**src/rtl/fifo_wr_arbiter_if.sv**
```systemverilog
// Producer-side and FIFO-write-side signals of fifo_wr_arbiter, bundled as one interface.
// master = the arbiter, slave = the producers plus the FIFO.
interface fifo_wr_arbiter_if #(
  parameter int NUM_REQ    = 4,
  parameter int DATA_WIDTH = 8,
  parameter int GW         = (NUM_REQ > 1) ? $clog2(NUM_REQ) : 1
);
  logic [NUM_REQ-1:0]            req_valid;
  logic [NUM_REQ*DATA_WIDTH-1:0] req_data;
  logic [NUM_REQ-1:0]            req_ready;
  logic                          fifo_full;
  logic                          fifo_wr_en;
  logic [DATA_WIDTH-1:0]         fifo_wr_data;
  logic [GW-1:0]                 grant_id;
  logic                          busy;

  modport master (
    input  req_valid, req_data, fifo_full,
    output req_ready, fifo_wr_en, fifo_wr_data, grant_id, busy
  );

  modport slave (
    output req_valid, req_data, fifo_full,
    input  req_ready, fifo_wr_en, fifo_wr_data, grant_id, busy
  );
endinterface

```
**src/rtl/fifo_wr_arbiter.sv**
```systemverilog
// Round-robin, burst-bounded arbiter sharing one FIFO write port among NUM_REQ producers.
// Define FIFO_ARB_STATS_EN to add per-requester saturating beat counters (beat_count, stats_clr).
module fifo_wr_arbiter #(
  parameter int NUM_REQ    = 4,
  parameter int DATA_WIDTH = 8,
  parameter int MAX_BURST  = 4
) (
  input  logic                  clk,
  input  logic                  rst,
  fifo_wr_arbiter_if.master     bus
`ifdef FIFO_ARB_STATS_EN
  ,
  input  logic                  stats_clr,
  output logic [NUM_REQ*16-1:0] beat_count
`endif
);

  localparam int GW = (NUM_REQ > 1) ? $clog2(NUM_REQ) : 1;

  localparam logic [0:0] IDLE  = 1'b0;
  localparam logic [0:0] BURST = 1'b1;

  localparam logic [7:0]    LAST_BEAT  = 8'(MAX_BURST - 1);
  localparam logic [GW-1:0] LAST_RESET = GW'(NUM_REQ - 1);

  logic [0:0]    state_q, state_d;
  logic [GW-1:0] grant_q, grant_d;
  logic [GW-1:0] last_q, last_d;
  logic [7:0]    beat_cnt_q, beat_cnt_d;

  logic [GW-1:0] pick;
  logic          grant_valid;
  logic          active;
  logic          beat;

  // Scan downward so the smallest offset from last_q is the one that sticks.
  always_comb begin
    // NOTE: every always_comb output gets a default first so no path leaves it unassigned (no latch).
    pick = grant_q;
    for (int off = NUM_REQ; off >= 1; off--) begin
      if (bus.req_valid[(int'(last_q) + off) % NUM_REQ]) begin
        pick = GW'((int'(last_q) + off) % NUM_REQ);
      end
    end
  end

  // Handshake outputs are combinational from the registered grant; rst blocks any write.
  always_comb begin
    grant_valid      = bus.req_valid[grant_q];
    active           = (state_q == BURST) && !rst;
    beat             = active && grant_valid && !bus.fifo_full;
    bus.req_ready    = '0;
    if (active && !bus.fifo_full) begin
      bus.req_ready[grant_q] = 1'b1;
    end
    bus.fifo_wr_en   = beat;
    bus.fifo_wr_data = bus.req_data[int'(grant_q)*DATA_WIDTH +: DATA_WIDTH];
    bus.grant_id     = grant_q;
    bus.busy         = (state_q == BURST);
  end

  always_comb begin
    state_d    = state_q;
    grant_d    = grant_q;
    last_d     = last_q;
    beat_cnt_d = beat_cnt_q;
    case (state_q)
      IDLE: begin
        if (|bus.req_valid) begin
          grant_d    = pick;
          beat_cnt_d = '0;
          state_d    = BURST;
        end
      end
      BURST: begin
        if (!grant_valid) begin
          state_d = IDLE;
          last_d  = grant_q;
        end else if (!bus.fifo_full) begin
          beat_cnt_d = beat_cnt_q + 8'd1;
          if (beat_cnt_q == LAST_BEAT) begin
            state_d = IDLE;
            last_d  = grant_q;
          end
        end
      end
      default: state_d = IDLE;
    endcase
  end

  // NOTE: sequential state is updated with non-blocking assignments only, so every flop samples pre-edge values.
  always_ff @(posedge clk) begin
    if (rst) begin
      state_q    <= IDLE;
      grant_q    <= '0;
      last_q     <= LAST_RESET;
      beat_cnt_q <= '0;
    end else begin
      state_q    <= state_d;
      grant_q    <= grant_d;
      last_q     <= last_d;
      beat_cnt_q <= beat_cnt_d;
    end
  end

`ifdef FIFO_ARB_STATS_EN
  logic [15:0] cnt_q [NUM_REQ];
  logic [15:0] cnt_d [NUM_REQ];

  always_comb begin
    for (int i = 0; i < NUM_REQ; i++) begin
      cnt_d[i] = cnt_q[i];
      if (stats_clr) begin
        cnt_d[i] = '0;
      end else if (beat && (grant_q == GW'(i)) && (cnt_q[i] != 16'hFFFF)) begin
        cnt_d[i] = cnt_q[i] + 16'd1;
      end
      beat_count[i*16 +: 16] = cnt_q[i];
    end
  end

  // NOTE: the counter array is architecturally visible, so it is reset element by element like any other state.
  always_ff @(posedge clk) begin
    if (rst) begin
      for (int i = 0; i < NUM_REQ; i++) cnt_q[i] <= '0;
    end else begin
      for (int i = 0; i < NUM_REQ; i++) cnt_q[i] <= cnt_d[i];
    end
  end
`endif

endmodule

```
**src/flat_wrapper.sv**
```systemverilog
// flat-port wrapper written by rule: the top's interface ports become plain ports
module fifo_wr_arbiter_flat 
#(
  parameter int NUM_REQ    = 4,
  parameter int DATA_WIDTH = 8,
  parameter int MAX_BURST  = 4
)
  (clk, rst, bus_req_valid, bus_req_data, bus_fifo_full, bus_req_ready, bus_fifo_wr_en, bus_fifo_wr_data, bus_grant_id, bus_busy);
  fifo_wr_arbiter_if #(.NUM_REQ(NUM_REQ), .DATA_WIDTH(DATA_WIDTH)) bus_i ();
  input  logic clk;
  input  logic rst;
  input wire logic [$bits(bus_i.req_valid)-1:0] bus_req_valid;
  input wire logic [$bits(bus_i.req_data)-1:0] bus_req_data;
  input wire logic [$bits(bus_i.fifo_full)-1:0] bus_fifo_full;
  output wire logic [$bits(bus_i.req_ready)-1:0] bus_req_ready;
  output wire logic [$bits(bus_i.fifo_wr_en)-1:0] bus_fifo_wr_en;
  output wire logic [$bits(bus_i.fifo_wr_data)-1:0] bus_fifo_wr_data;
  output wire logic [$bits(bus_i.grant_id)-1:0] bus_grant_id;
  output wire logic [$bits(bus_i.busy)-1:0] bus_busy;
  assign bus_i.req_valid = bus_req_valid;
  assign bus_i.req_data = bus_req_data;
  assign bus_i.fifo_full = bus_fifo_full;
  assign bus_req_ready = bus_i.req_ready;
  assign bus_fifo_wr_en = bus_i.fifo_wr_en;
  assign bus_fifo_wr_data = bus_i.fifo_wr_data;
  assign bus_grant_id = bus_i.grant_id;
  assign bus_busy = bus_i.busy;
  fifo_wr_arbiter #(.NUM_REQ(NUM_REQ), .DATA_WIDTH(DATA_WIDTH), .MAX_BURST(MAX_BURST)) u_core (.clk(clk), .rst(rst), .bus(bus_i));
endmodule
```
**config.mk**
```make
export PLATFORM = sky130hd
export DESIGN_NAME = fifo_wr_arbiter_flat
export DESIGN_NICKNAME = d
export VERILOG_FILES = /design/src/rtl/fifo_wr_arbiter_if.sv /design/src/rtl/fifo_wr_arbiter.sv /design/src/flat_wrapper.sv
export SDC_FILE = /design/constraint.sdc
export NUM_CORES = 1
export LEC_CHECK = 0
export ABC_AREA = 1
export BUFFER_PORTS_ARGS = -buffer_cell sky130_fd_sc_hd__buf_2
export CORE_UTILIZATION = 45
export DETAILED_ROUTE_END_ITERATION = 8
export HOLD_SLACK_MARGIN = 0.03
export PLACE_DENSITY = 0.78
export SLEW_MARGIN = 10
export SYNTH_ARGS = -nofsm -noshare
export SYNTH_HDL_FRONTEND = slang
export SYNTH_SLANG_ARGS = --single-unit
```
**constraint.sdc**
```tcl
create_clock -name clk -period 2.6 [get_ports clk]
set_input_delay 0.39 -clock clk [delete_from_list [all_inputs] [get_ports clk]]
set_output_delay 0.39 -clock clk [all_outputs]
set_load 0.01 [all_outputs]
```
* Word level (Yosys, flattened, before mapping) *
Index checks and enable logic that the tools add are counted.

word-level totals
  register bits = 13
  bits in latches = 0
  output and inout port bits = 16
  logic and storage cells = 76
  bits of input ports = 39
  memory bits (read-only) = 0
  memories kept = 0
  RAM bits = 0

operators by class
  order comparisons = 6
  shifts and indexed selects = 1
  reduce and logical (&&, ||, !) cells = 16
  $mul = 0
  muxes and demuxes = 33
  div/mod/pow operators = 0
  $add $sub $neg = 5
  bitwise operators = 5
  eq/ne operators = 6

operators by type and width
  kind                 number
  $shiftx 32x6->8      1
  $mux 8               3
  $lt 3x4->1 const B   4
  $pmux 8 s2           1
  $mux 1               14
  $mux 2               7
  $bmux 1 s2           5
  $reduce_and 3->1     3
  $add 8x1->8 const B  1
  $eq 8x2->1 const B   1
  $ne 2x2->1 const B   4
  $reduce_or 2->1      4
  $logic_and 1x1->1    5
  $add 2x1->2 const B  2
  $add 2x2->2 const B  2
  $and 1x1->1 const A  4
  $mux 4               1
  $reduce_bool 4->1    1
  $reduce_or 4->1      1
  $lt 2x3->1 const B   1
  $demux 1 s2          1
  $ge 2x1->1 const B   1
  $logic_not 1->1      2
  $ne 2x1->1 const B   1
  2 further kinds      2

* Logic depth before layout (Yosys ltp) *
Gate-level depths: netlist (run 1).

  depth after elaboration = 10
  gate-level depth with buffers = 12

* Least setup slack after synthesis (run 1) *
Ideal clock, no wire load.

  kind = register to output
  start = register u_core.state_q, in the netlist u_core.bus.busy
  end = output port bus_req_ready[0]
  stages on the path, launching flop included = 5
  arrival = 1210 ps
  setup slack = 1000 ps
  cells stage by stage = dfxtp_1 -> inv_2 -> nor2_2 -> nand2_1 -> nor3_1

between the ends
  longest elaborated chain between the ends = 3

ends and longest elaborated chain
  item                    RTL line               text
  start, declared         fifo_wr_arbiter.sv:26  logic [0:0] state_q, state_d;
  start signal, assigned  fifo_wr_arbiter.sv:99  state_q <= state_d;
  $logic_and 1x1->1       fifo_wr_arbiter.sv:50  active = (state_q == BURST) && !rst;
  $logic_and 1x1->1       fifo_wr_arbiter.sv:53  if (active && !bus.fifo_full) begin
  $mux 4                  fifo_wr_arbiter.sv:53
  end, declared           flat_wrapper.sv:15     output wire logic [$bits(bus_i.req_ready)-1:0] bus_req_ready;

Every way passes these cells.

* Final worst setup path (run 1) *
  start = register u_core.grant_q[0], in the netlist u_core.bus.grant_id[0]
  end = output port bus_fifo_wr_en

between the ends
  longest elaborated chain between the ends = 4

ends and longest elaborated chain
  item                             RTL line                text
  start, declared                  fifo_wr_arbiter.sv:27   logic [GW-1:0] grant_q, grant_d;
  start signal, assigned           fifo_wr_arbiter.sv:100  grant_q <= grant_d;
  $bmux 1 s2                       fifo_wr_arbiter.sv:49   grant_valid = bus.req_valid[grant_q];
  $mux 1 (implied by the code)     fifo_wr_arbiter.sv:49
  $logic_and 1x1->1 (2 in series)  fifo_wr_arbiter.sv:51   beat = active && grant_valid && !bus.fifo_full;
  end, declared                    flat_wrapper.sv:16      output wire logic [$bits(bus_i.fifo_wr_en)-1:0] bus_fifo_wr_en;

Every way passes these cells. The select of a mux whose other input is x is not followed.

==> impl_metrics.toml, run 1 <==
[floorplanning]
dieArea_um2 = 2800
start_util_pct = 47.5
fp.dieW_um = 52.9
die_h_um = 52.9
pin_count = 55
num_rows = 18
core_area_um2 = 2450

[worst_setup_path]
crit_chain = "inv_2 > nand2_1 > nand2_1 > nand2_1 > nand2_4 > nand2_8 > nor2_1 > buf_2"
slowest_delay_ps = 680
crit_type = "flop to primary output"
path_delay_family = "flip-flops"
cpMaxStageDelayCell = "dfxtp_1"
cp-end-kind = "primary output"
path_max_fanout = 18
crit_required_ps = 2210
path_depth = 8
start_kind = "flop"
cp.arrival_ps = 1770
critical_path.most_common_cell = "nand2_1"
r2r_cells = 9
path_buf_inv = 2

[synthesis]
synth_fp_nets = 244
synth_seq_cells = 13
synth_area_um2 = 1170
synth_cell_types = 24
postSynthAreaPerCell_um2 = 5.72
ys_seq_area_share_pct = 22.3
synthCells = 204
synth_warnings = 0

[sta]
max_freq_ghz = 0.462
hold_viol = 0
tightest_slew_ps = 558
slew_headroom_pct = 62.8
fin_crit_sh_pct = 83.3
maxSlewViolCount = 0
setup_slack_ps = 435
rsz0062_at_grt = "no"
hold_slack_ps = 383
fin_crit_ps = 2160
fin_tns_setup_ps = 0
setup_viol = 0
fin_skew_ps = 12.7

[place]
hpwl_mm = 2.41
gp_congestion = 0.811
place_ws_ps = 762
io_buffers = 54
dp.cells = 281

[job]
max_cap_violations = 0

[clock_tree]
cts_hold_buf = 0
ctsLongestPathBuffers = 2
postCtsSetupBuffers = 0
cts_num_sinks = 13
cts_buffers = 3
clk_pin_slew_ps = 90
insertion_delay_ps = 290
clock_tree.root_cell = "clkbuf_4"
cts_resized = 0
cts_tree = "yes"
cts_max_level = 1

[pwr]
clkPwrFrac_pct = 14.6
p_sw_mw = 0.424
irDropWorstVdd_mv = 0.616
seqPwrFrac_pct = 31.1
p_leak_nw = 0.761
intPower_mw = 0.461
power.share.combinational_pct = 54.3
power.density_nw_per_um2 = 606
p_sw_share_pct = 47.9

[route]
drtIter0Drc = 27
drt_wl_total_mm = 3.12
drc = 0
firstDrtPassIters = 4
drt-vias-per-instance = 5.06
drt-wirelength-per-cell_um = 11.0
vias = 1443
route.antenna.remaining_nets = 0

[global_route]
grt_pass1_vias = 1158
grt_max_degree = 19
grt_usage_pct = 23.0
grt_pass1_wl_mm = 4.77
antenna_found_initial = 0
grt_overflow_total = 0

[finish]
synthToLayoutAreaGrowth_pct = 25.3
final_common_cell = "nand2_1"
nets = 296
layout_common_cells = "67 x nand2_1, 54 x buf_2, 45 x nand3_1, 20 x nor2_1, 13 x dfxtp_1"
drive_gt1_share_pct = 27.8
stdcell_count = 285
num_antenna_cells = 0

[run_status]
status = "finished clean"

[min_path]
min_path_cells = 2
min-delay-path-class = "input pin to flop"
## power by group through the flow
stage | clock network (mW) | logic [mW] | registers, mW
2_1_floorplan | 0 | 0.385 | 0.244
3_3_place_gp | 0 | 0.476 | 0.279
3_5_place_dp | 0 | 0.478 | 0.280
4_1_cts | 0.131 | 0.481 | 0.275
5_1_grt | 0.145 | 0.544 | 0.280
6_report | 0.129 | 0.480 | 0.276
## sequential cells by signal, indices dropped and copies added (netlist names)
name	cells
u_core.bus.grant_id	2
u_core.beat_cnt_q	8
u_core.bus.busy	1
u_core.last_q	2
## per-stage QoR
stage,power (mW),cell area (um2),utilization [%]
6_report,0.885,1460,59.5
5_1_grt,0.968,1460,59.5
4_1_cts,0.887,1460,59.5
3_5_place_dp,0.758,1430,58.4
3_3_place_gp,0.755,1430,58.4
2_1_floorplan,0.629,1170,-
## worst paths after layout
check	start	endpoint	slack, ps
worst min-delay path	rst	u_core.beat_cnt_q[4]	380
worst max register to register	u_core.bus.grant_id[0]	u_core.beat_cnt_q[2]	920
worst max-delay path	u_core.bus.grant_id[0]	bus_fifo_wr_en	440
worst min register to register	u_core.beat_cnt_q[1]	u_core.beat_cnt_q[1]	520
## cells in the mapped netlist
master | number | area [um2]
nand2_1 | 67 | 251
nand3_1 | 45 | 225
nor2_1 | 20 | 75.1
dfxtp_1 | 13 | 260
a21oi_1 | 11 | 55.1
inv_1 | 10 | 37.5
a22oi_1 | 8 | 60.1
inv_2 | 6 | 22.5
clkbuf_1 | 4 | 15.0
nor3_1 | 3 | 15.0
buf_2 | 2 | 10.0
buf_6 | 2 | 22.5
nand2_4 | 2 | 22.5
ha_1 | 1 | 12.5
nand2_2 | 1 | 6.26
nand2_8 | 1 | 20.0
nand3b_1 | 1 | 7.51
nand4_1 | 1 | 6.26
nor2_2 | 1 | 6.26
o21ai_0 | 1 | 5.00
o21ai_1 | 1 | 5.00
o21ai_2 | 1 | 8.76
o21bai_1 | 1 | 7.51
xnor2_1 | 1 | 8.76
## layout make-up
| class | count | area (um2) |
|---|---|---|
| clock buffer | 3 | 22.5 |
| clock inverter | 1 | 5.00 |
| fill | 266 | 993 |
| inverter | 16 | 60.1 |
| multi-input combinational | 167 | 798 |
| sequential | 13 | 260 |
| tap | 30 | 37.5 |
| timing repair buffer | 55 | 278 |
## cell families (layout without fill, tap and decap cells)
| group | Yosys count | count (layout) | synth area share, % |
|---|---|---|---|
| AO/OA/AOI/OAI | 23 | 23 | 12.1 |
| XOR/XNOR | 1 | 1 | 0.751 |
| adder cells (fa/ha/maj) | 1 | 1 | 1.07 |
| buffers and inverters | 24 | 75 | 9.23 |
| flip-flops | 13 | 13 | 22.3 |
| AND/OR/NAND/NOR | 142 | 142 | 54.5 |
## metal layers
metal	wire (um)	track usage (%)
met5	0	0
met4	18	5.70
met3	227	6.61
met2	1450	39.0
met1	1420	28.2
No activity file was read; power rests on OpenSTA's default activity.
==> run 2, diff against run 1 <==
==> constraint.sdc (replaced) <==
create_clock -name clk -period 2 [get_ports clk]
set_input_delay 0.3 -clock clk [delete_from_list [all_inputs] [get_ports clk]]
set_output_delay 0.3 -clock clk [all_outputs]
set_load 0.01 [all_outputs]
==> impl_metrics.toml, run 2 (synthesis gave the netlist of run 1 again) <==
[run_status]
status = "finished clean"

[floorplanning]
dieArea_um2 = 2800
num_rows = 18
pin_count = 55
start_util_pct = 47.5
die_h_um = 52.9
core_area_um2 = 2450
fp.dieW_um = 52.9

[worst_setup_path]
cp.arrival_ps = 1580
start_kind = "flop"
path_max_fanout = 11
cp-end-kind = "primary output"
crit_required_ps = 1700
crit_type = "flop to primary output"
reg2reg_slack_ps = 520

[route]
routed.top_layer = "met4"
vias = 1460
dr_wl_met2_mm = 1.44
drt-vias-per-instance = 5.09
drc = 0
route.antenna.remaining_nets = 0
drtIter0Drc = 57
wl_met3_um = 218
firstDrtPassIters = 4
drt_wl_total_mm = 3.11
met1_length_mm = 1.45
drt-wirelength-per-cell_um = 10.9

[finish]
regMostFlops = "u_core.beat_cnt_q"
synthToLayoutAreaGrowth_pct = 27.0
largest_register_ffs = 8
fill_cells = 244
layout_common_cells = "67 x nand2_1, 54 x buf_2, 45 x nand3_1, 20 x nor2_1, 13 x dfxtp_1"
final_common_cell = "nand2_1"
num_antenna_cells = 0
nets = 298
drive_gt1_share_pct = 28.4

[clock_tree]
cts_tree = "yes"
cts_hold_buf = 0
clk_pin_slew_ps = 90
insertion_delay_ps = 290
postCtsSetupBuffers = 0
ctsLongestPathBuffers = 2
cts_resized = 0
clock_tree.root_cell = "clkbuf_4"
cts_buffers = 3
cts_max_level = 1
cts_num_sinks = 13

[job]
max_cap_violations = 0

[global_route]
grt_overflow_total = 0
antenna_found_initial = 0
grt_usage_pct = 23.3
grt_max_degree = 16
grt_pass1_vias = 1188
grt_pass1_wl_mm = 4.89

[sta]
fin_skew_ps = 10.5
hold_viol = 0
hold_slack_ps = 298
tightest_slew_ps = 348
max_freq_ghz = 0.533
fin_crit_sh_pct = 93.8
fin_tns_setup_ps = 0
slew_headroom_pct = 76.8
maxSlewViolCount = 0
fin_crit_ps = 1880
rsz0062_at_grt = "no"
setup_viol = 0

[pwr]
finalPower_mw = 1.18
p_leak_nw = 0.771
irDropWorstVdd_mv = 0.682
power.density_nw_per_um2 = 798

[place]
io_buffers = 54
hpwl_mm = 2.43
gp_congestion = 0.829

[min_path]
min-delay-path-class = "input pin to flop"
-- run 2: cell count changes in the layout (fill, tap and decap cells not counted) --
cell / change
nor2_4: +1
buf_4: +2
nor2_2: -1
-- run 2: area by class of cell --
cell class	instances	area (um2)	area share (%)
clock inverter	1	5.00	0.338
multi-input combinational	167	803	54.2
tap	30	37.5	2.53
sequential	13	260	17.6
clock buffer	3	22.5	1.52
timing repair buffer	57	293	19.8
inverter	16	60.1	4.05
-- run 2: final timing paths --
| path | startpoint | to | depth (start not counted) |
|---|---|---|---|
| setup / recovery | u_core.bus.grant_id[0] | bus_fifo_wr_en | 8 |
| hold / removal | rst | u_core.beat_cnt_q[1] | 2 |
| setup reg to reg | u_core.bus.grant_id[0] | u_core.last_q[0] | 9 |
| hold reg to reg | u_core.beat_cnt_q[0] | u_core.beat_cnt_q[0] | 1 |
-- run 2: where the power goes --
part	leakage [nW]	internal [mW]	switching, mW	total [mW]
sequential	0.106	0.286	0.0594	0.345
clock	0.0177	0.0745	0.0972	0.172
combinational	0.648	0.259	0.406	0.666
-- run 2: per-layer routing --
layer / track usage (%) / up-vias
li1: - / 788
met1: 30.3 / 622
met2: 39.0 / 48
met3: 5.75 / 2
met4: 3.51 / 0
met5: 0 / -
-- run 2: worst max-delay path, stage by stage, from the launching register on --
cell and delay [ps]:
dfxtp_1 520, inv_2 170, nand2_1 90, nand2_1 50, nand2_1 100, nand2_4 90
nand2_8 90, nor2_1 40, buf_2 130
-- run 2: per-stage QoR --
step	setup WS, ps	instance area, um2	cells	util, %
floorplan	490	1170	204	-
global placement	455	1450	283	59.0
detailed placement	415	1450	283	59.0
CTS	90.5	1480	287	60.1
global route	12.9	1480	287	60.3
finish	123	1480	287	60.3
